[src/rtl/stack_vm.sv]
// Purpose : byte-coded stack machine; runs a program from local memory and reports TOS or a fault code.
// Latency : one instruction per clk in RUN; done pulses the cycle after the HALT/faulting instruction.
// Backpress: none; start is only sampled in IDLE, program writes are only accepted in IDLE.
//
// Ports:
//   clk, rst_n              - single clock, asynchronous active-low reset
//   prog_we/addr/wdata      - program byte write port (IDLE only)
//   start                   - run request (IDLE only)
//   busy                    - high while executing
//   done, err, err_code     - completion pulse with status (err_code 1 ovf, 2 unf, 3 prog, 4 watchdog)
//   result                  - TOS captured at HALT, held until the next successful HALT
module stack_vm #(
    parameter int DATA_W      = 8,
    parameter int STACK_DEPTH = 8,
    parameter int PROG_DEPTH  = 32,
    parameter int MAX_STEPS   = 1024
) (
    input  logic                          clk,
    input  logic                          rst_n,
    input  logic                          prog_we,
    input  logic [$clog2(PROG_DEPTH)-1:0] prog_addr,
    input  logic [7:0]                    prog_wdata,
    input  logic                          start,
    output logic                          busy,
    output logic                          done,
    output logic [DATA_W-1:0]             result,
    output logic                          err,
    output logic [2:0]                    err_code
);

    localparam int AW   = $clog2(PROG_DEPTH);
    // 9 bits holds any byte-sized jump target plus pc+2 past the last address.
    localparam int PC_W = 9;
    localparam int SP_W = $clog2(STACK_DEPTH + 1);
    localparam int SI_W = $clog2(STACK_DEPTH);
    localparam int SC_W = $clog2(MAX_STEPS + 1);

    localparam logic [PC_W-1:0] PC_LIM    = PC_W'(PROG_DEPTH);
    localparam logic [SP_W-1:0] SP_FULL   = SP_W'(STACK_DEPTH);
    localparam logic [SC_W-1:0] STEP_LAST = SC_W'(MAX_STEPS - 1);

    typedef enum logic [2:0] {
        OP_PUSH = 3'd0,
        OP_ADD  = 3'd1,
        OP_HALT = 3'd2,
        OP_SUB  = 3'd3,
        OP_DUP  = 3'd4,
        OP_DROP = 3'd5,
        OP_JZ   = 3'd6,
        OP_JMP  = 3'd7
    } opcode_t;

    typedef enum logic [2:0] {
        ERR_NONE = 3'd0,
        ERR_OVF  = 3'd1,
        ERR_UNF  = 3'd2,
        ERR_PROG = 3'd3,
        ERR_WDOG = 3'd4
    } err_t;

    typedef enum logic {
        S_IDLE = 1'b0,
        S_RUN  = 1'b1
    } state_t;

    // Storage: neither memory is reset; sp alone defines which stack entries are live.
    logic [7:0]        prog_mem  [PROG_DEPTH];
    logic [DATA_W-1:0] stack_mem [STACK_DEPTH];

    state_t            state_q, state_d;
    logic [PC_W-1:0]   pc_q, pc_d;
    logic [SP_W-1:0]   sp_q, sp_d;
    logic [SC_W-1:0]   step_q, step_d;
    logic              done_q, done_d;
    logic              err_q, err_d;
    logic [2:0]        code_q, code_d;
    logic [DATA_W-1:0] result_q, result_d;

    logic              stk_we;
    logic [SI_W-1:0]   stk_waddr;
    logic [DATA_W-1:0] stk_wdata;

    // Fetch: opcode byte and the operand byte that follows it.
    logic [PC_W-1:0]   pc_nxt1, pc_nxt2, target;
    logic              pc_ok, arg_ok;
    logic [7:0]        op_byte, arg_byte;
    opcode_t           op;
    logic              op_bad;

    assign pc_nxt1  = pc_q + PC_W'(1);
    assign pc_nxt2  = pc_q + PC_W'(2);
    assign pc_ok    = pc_q < PC_LIM;
    assign arg_ok   = pc_nxt1 < PC_LIM;
    assign op_byte  = pc_ok  ? prog_mem[pc_q[AW-1:0]]    : 8'h00;
    assign arg_byte = arg_ok ? prog_mem[pc_nxt1[AW-1:0]] : 8'h00;
    assign op       = opcode_t'(op_byte[2:0]);
    assign op_bad   = |op_byte[7:3];
    assign target   = {1'b0, arg_byte};

    // Stack operands: tos = stack[sp-1], nos = stack[sp-2]; only consumed when sp is deep enough.
    logic [SI_W-1:0]   tos_idx, nos_idx, push_idx;
    logic [DATA_W-1:0] tos, nos;

    assign tos_idx  = SI_W'(sp_q - SP_W'(1));
    assign nos_idx  = SI_W'(sp_q - SP_W'(2));
    assign push_idx = SI_W'(sp_q);
    assign tos      = stack_mem[tos_idx];
    assign nos      = stack_mem[nos_idx];

    logic is_two_byte, is_jump, sp_lt2, sp_zero;

    assign is_two_byte = (op == OP_PUSH) || (op == OP_JZ) || (op == OP_JMP);
    assign is_jump     = (op == OP_JZ) || (op == OP_JMP);
    assign sp_lt2      = sp_q < SP_W'(2);
    assign sp_zero     = sp_q == '0;

    // Fault detection in priority order. A JZ target is range-checked even when
    // the branch would fall through: the operand itself is malformed.
    err_t fault;

    always_comb begin
        fault = ERR_NONE;
        if (!pc_ok || op_bad || (is_two_byte && !arg_ok) || (is_jump && target >= PC_LIM)) begin
            fault = ERR_PROG;
        end else if ((((op == OP_ADD) || (op == OP_SUB)) && sp_lt2) ||
                     (((op == OP_HALT) || (op == OP_DUP) || (op == OP_DROP) || (op == OP_JZ)) && sp_zero)) begin
            fault = ERR_UNF;
        end else if (((op == OP_PUSH) || (op == OP_DUP)) && (sp_q == SP_FULL)) begin
            fault = ERR_OVF;
        end else if ((op != OP_HALT) && (step_q == STEP_LAST)) begin
            // This instruction would be the MAX_STEPS-th without reaching HALT.
            fault = ERR_WDOG;
        end
    end

    // Next-state / execute.
    always_comb begin
        state_d   = state_q;
        pc_d      = pc_q;
        sp_d      = sp_q;
        step_d    = step_q;
        done_d    = 1'b0;
        err_d     = err_q;
        code_d    = code_q;
        result_d  = result_q;
        stk_we    = 1'b0;
        stk_waddr = '0;
        stk_wdata = '0;

        case (state_q)
            S_IDLE: begin
                if (start) begin
                    state_d = S_RUN;
                    pc_d    = '0;
                    sp_d    = '0;
                    step_d  = '0;
                end
            end

            S_RUN: begin
                step_d = step_q + SC_W'(1);
                if (fault != ERR_NONE) begin
                    // Abort leaves the stack and result untouched.
                    state_d = S_IDLE;
                    done_d  = 1'b1;
                    err_d   = 1'b1;
                    code_d  = fault;
                end else begin
                    case (op)
                        OP_PUSH: begin
                            stk_we    = 1'b1;
                            stk_waddr = push_idx;
                            stk_wdata = DATA_W'(arg_byte);
                            sp_d      = sp_q + SP_W'(1);
                            pc_d      = pc_nxt2;
                        end
                        OP_ADD: begin
                            stk_we    = 1'b1;
                            stk_waddr = nos_idx;
                            stk_wdata = nos + tos;
                            sp_d      = sp_q - SP_W'(1);
                            pc_d      = pc_nxt1;
                        end
                        OP_SUB: begin
                            stk_we    = 1'b1;
                            stk_waddr = nos_idx;
                            stk_wdata = nos - tos;
                            sp_d      = sp_q - SP_W'(1);
                            pc_d      = pc_nxt1;
                        end
                        OP_DUP: begin
                            stk_we    = 1'b1;
                            stk_waddr = push_idx;
                            stk_wdata = tos;
                            sp_d      = sp_q + SP_W'(1);
                            pc_d      = pc_nxt1;
                        end
                        OP_DROP: begin
                            sp_d = sp_q - SP_W'(1);
                            pc_d = pc_nxt1;
                        end
                        OP_JZ: begin
                            sp_d = sp_q - SP_W'(1);
                            pc_d = (tos == '0) ? target : pc_nxt2;
                        end
                        OP_JMP: begin
                            pc_d = target;
                        end
                        OP_HALT: begin
                            state_d  = S_IDLE;
                            done_d   = 1'b1;
                            err_d    = 1'b0;
                            code_d   = ERR_NONE;
                            result_d = tos;
                        end
                        default: begin
                        end
                    endcase
                end
            end

            default: begin
                state_d = S_IDLE;
            end
        endcase
    end

    always_ff @(posedge clk or negedge rst_n) begin
        if (!rst_n) begin
            state_q  <= S_IDLE;
            pc_q     <= '0;
            sp_q     <= '0;
            step_q   <= '0;
            done_q   <= 1'b0;
            err_q    <= 1'b0;
            code_q   <= '0;
            result_q <= '0;
        end else begin
            state_q  <= state_d;
            pc_q     <= pc_d;
            sp_q     <= sp_d;
            step_q   <= step_d;
            done_q   <= done_d;
            err_q    <= err_d;
            code_q   <= code_d;
            result_q <= result_d;
        end
    end

    // Program writes land on the same edge that samples start, so a write issued
    // together with start is already visible to the first fetch.
    always_ff @(posedge clk) begin
        if ((state_q == S_IDLE) && prog_we && (PC_W'(prog_addr) < PC_LIM)) begin
            prog_mem[prog_addr] <= prog_wdata;
        end
    end

    always_ff @(posedge clk) begin
        if (stk_we) begin
            stack_mem[stk_waddr] <= stk_wdata;
        end
    end

    assign busy     = (state_q == S_RUN);
    assign done     = done_q;
    assign err      = err_q;
    assign err_code = code_q;
    assign result   = result_q;

endmodule
[config.mk]
export PLATFORM = sky130hd
export DESIGN_NAME = stack_vm
export DESIGN_NICKNAME = d
export VERILOG_FILES = /design/src/rtl/stack_vm.sv
export SDC_FILE = /design/constraint.sdc
export NUM_CORES = 1
export LEC_CHECK = 0
export BUFFER_PORTS_ARGS = -buffer_cell sky130_fd_sc_hd__buf_2
export CORE_MARGIN = 1.5
export CORE_UTILIZATION = 45
export DETAILED_ROUTE_END_ITERATION = 10
export GPL_TIMING_DRIVEN = 0
export PLACE_DENSITY = 0.74
export REMOVE_ABC_BUFFERS = 1
export SLEW_MARGIN = 5
export SYNTH_ARGS = -nofsm -noshare
export SYNTH_HDL_FRONTEND = slang
export SYNTH_SLANG_ARGS = --single-unit
[constraint.sdc]
create_clock -name clk -period 6.3 [get_ports clk]
set_clock_uncertainty 0.1 [all_clocks]
set_input_delay 0.315 -clock clk [delete_from_list [all_inputs] [get_ports clk]]
set_output_delay 0.315 -clock clk [all_outputs]
set_load 0.01 [all_outputs]
==> flow_summary.json <==
{
  "grt_usage_pct": 21.9,
  "reg2reg_slack_ps": 370,
  "crit_chain": "buf_16, ha_4, buf_16, mux4_2, mux4_2, mux2i_1, nand2_1, o31ai_4, nand4_4, or3_4, nor4_4, buf_4",
  "cts_inserted_buffers": 38,
  "chipWidth_um": 200,
  "drive_above_1_share_pct": 25.2,
  "timing.final.crit_share_pct": 94.1,
  "crit_family": "simple AND/OR/NAND/NOR gates",
  "vias": 10700,
  "cp.required_ps": 6450,
  "ys_ff_latch": 358,
  "viasPerCell": 6.45,
  "seq_area_mm2": 0.0106,
  "finalCriticalPeriod_ps": 5930,
  "setup_violations": 0,
  "fin_ws_ps": 374,
  "multi_input_area_mm2": 0.00662,
  "power_per_cell_area_mw_per_mm2": 316,
  "ant_nets": 0,
  "critPathBufInv": 3,
  "firstDrtPassIters": 7,
  "dp_hpwl_um": 27700,
  "cts-root-buf": "clkbuf_16",
  "fillers": 3054,
  "port_buffers": 30,
  "outcome": "complete, no violations",
  "slew_headroom_pct": 10.5,
  "cp-start-kind": "flip-flop",
  "finalHoldViolCount": 0,
  "antenna_found_initial": 2,
  "fp-row-count": 71,
  "synth_edf_count": 320,
  "synth_cells": 1096,
  "yosysTopAreaCell": "edfxtp_1",
  "clk_pin_slew_ps": 60,
  "synth.distinct_cells": 76,
  "hold_path.class": "in -> reg",
  "seq_area_frac_synth_pct": 60.6,
  "areaGrowthSynthToFinish_pct": 12.7,
  "place_congestion": 0.854,
  "max_stage_delay_ps": 640,
  "post-synth-top-count-cell": "edfxtp_1",
  "antenna_cells": 0,
  "clock_path_buffers": 3,
  "grt_pass1_wl_um": 64700,
  "die_h_um": 200,
  "die_area_mm2": 0.0399,
  "setup.worst_path.class": "reg -> reg",
  "grt_pass1_vias": 10700,
  "ir_worst_vdd_uv": 239,
  "drt_iter0_drc": 1155,
  "synth_commonest_cells": "edfxtp_1 (320), mux4_2 (131), nor2_1 (91)",
  "yosys_warnings": 0,
  "place_ws_ps": -458,
  "worstMarginPinSlew_ps": 1330,
  "drv_slew": 0,
  "synth_top_area_share_pct": 55.2,
  "avgSynthCellArea_um2": 15.9,
  "worstSetupEndpointType": "flip-flop",
  "worstPathArrival_ps": 6080,
  "wirelength_um": 42900,
  "cts_max_level": 2,
  "path_max_fanout": 60,
  "cts_sinks": 358,
  "clock_latency_ps": 550,
  "cpMaxStageDelayCell": "dfrtp_4",
  "leakagePower_nw": 6.07,
  "initial_core_util_pct": 46.0,
  "rsz0062_at_grt": "no",
  "max_freq_mhz": 169,
  "grt_max_degree": 61,
  "netlist_area_mm2": 0.0174,
  "synth_area_leaders": "edfxtp_1 (55%), mux4_2 (17%), dfrtp_1 (5.5%)",
  "ioPinCount": 31,
  "nNetsFinal": 1156,
  "power_mw": 6.21,
  "max_cap_viol_count": 0,
  "coreArea_mm2": 0.0378,
  "drcViolationCount": 0,
  "avgRoutedWirePerCell_um": 25.8,
  "gr-total-overflow": 0,
  "ys_dominant_reg_cell": "edfxtp_1",
  "async_reset_ff_share_pct": 10.6,
  "cts_tree": "done"
}
==> cell usage in the layout, fill, tap and decap left out, types with 23 or more instances in the layout <==
master | netlist | layout
a21oi_1 | 25 | 25
buf_2 | 23 | 30
clkbuf_16 | 0 | 40
dfrtp_1 | 38 | 33
edfxtp_1 | 320 | 320
inv_1 | 23 | 23
mux2_2 | 26 | 26
mux2i_1 | 41 | 41
mux4_2 | 131 | 131
nand2_1 | 55 | 55
nor2_1 | 91 | 90
o21ai_0 | 27 | 27
==> sequential cells by signal, indices dropped and copies added, names as in the netlist <==
signal / cells
busy: 1
done: 1
err: 1
err_code: 3
pc_q: 9
prog_mem: 256
result: 8
sp_q: 4
stack_mem: 64
step_q: 11
==> metrics by stage <==
| stage | hold WS [ps] | std cells | util, % | TNS (ps) | area [um^2] |
|---|---|---|---|---|---|
| global route | 239 | 1662 | 51.8 | 0 | 19600 |
| global placement | 362 | 1575 | 47.3 | -824290 | 17900 |
| floorplan | -80.6 | 1034 | - | -370710 | 17100 |
| CTS | 204 | 1661 | 51.7 | 0 | 19600 |
| detailed placement | 380 | 1585 | 47.9 | -22470 | 18100 |
| finish | 228 | 1662 | 51.8 | 0 | 19600 |
==> layout make-up <==
class / count / share of cell area, %
Inverter: 23 / 0.440
Tap cell: 511 / 3.26
Timing Repair Buffer: 47 / 1.98
Clock buffer: 46 / 5.22
Clock inverter: 24 / 1.49
Multi-Input combinational cell: 653 / 33.8
Sequential cell: 358 / 53.9
==> where the power goes <==
part | internal, mW | leakage (nW) | switching (mW) | total [mW]
logic | 0.474 | 2.17 | 0.670 | 1.14
registers | 2.61 | 3.26 | 0.0847 | 2.70
clock network | 1.42 | 0.638 | 0.947 | 2.36
==> cells by family after synthesis <==
kind of cell | synth area share, %
compound gates | 5.60
flops | 60.6
simple gates | 8.27
fa+ha+maj | 1.34
mux | 21.0
xor+xnor | 0.999
buf+inv | 2.17
==> per-layer routing <==
layer,up-vias,global-route usage [%],share of wire (%)
met4,2,6.96,2.8
met1,5506,29.7,39
met2,591,35.8,48
li1,4536,-,-
met5,-,0,0.030
met3,93,4.44,9.4
==> timing repair <==
item	CTS	global route
gates cloned	0	0
hold endpoints to repair	40	0
gates resized for setup	8	7
hold buffers	2	0
setup endpoints to repair	80	74
pin swaps	1	1
buffers inserted	4	1
==> worst paths after layout <==
kind | from | end | depth (start not counted)
max in group asynchronous | rst_n | pc_q[0] | 2
hold reg to reg | result[4] | result[4] | 1
setup reg to reg | pc_q[0] | stack_mem[7][3] | 12
hold / removal | prog_wdata[0] | prog_mem[18][0] | 1
setup / recovery | pc_q[0] | stack_mem[7][3] | 12
min in group asynchronous | rst_n | result[7] | 2
No activity file was read; power rests on OpenSTA's default activity.
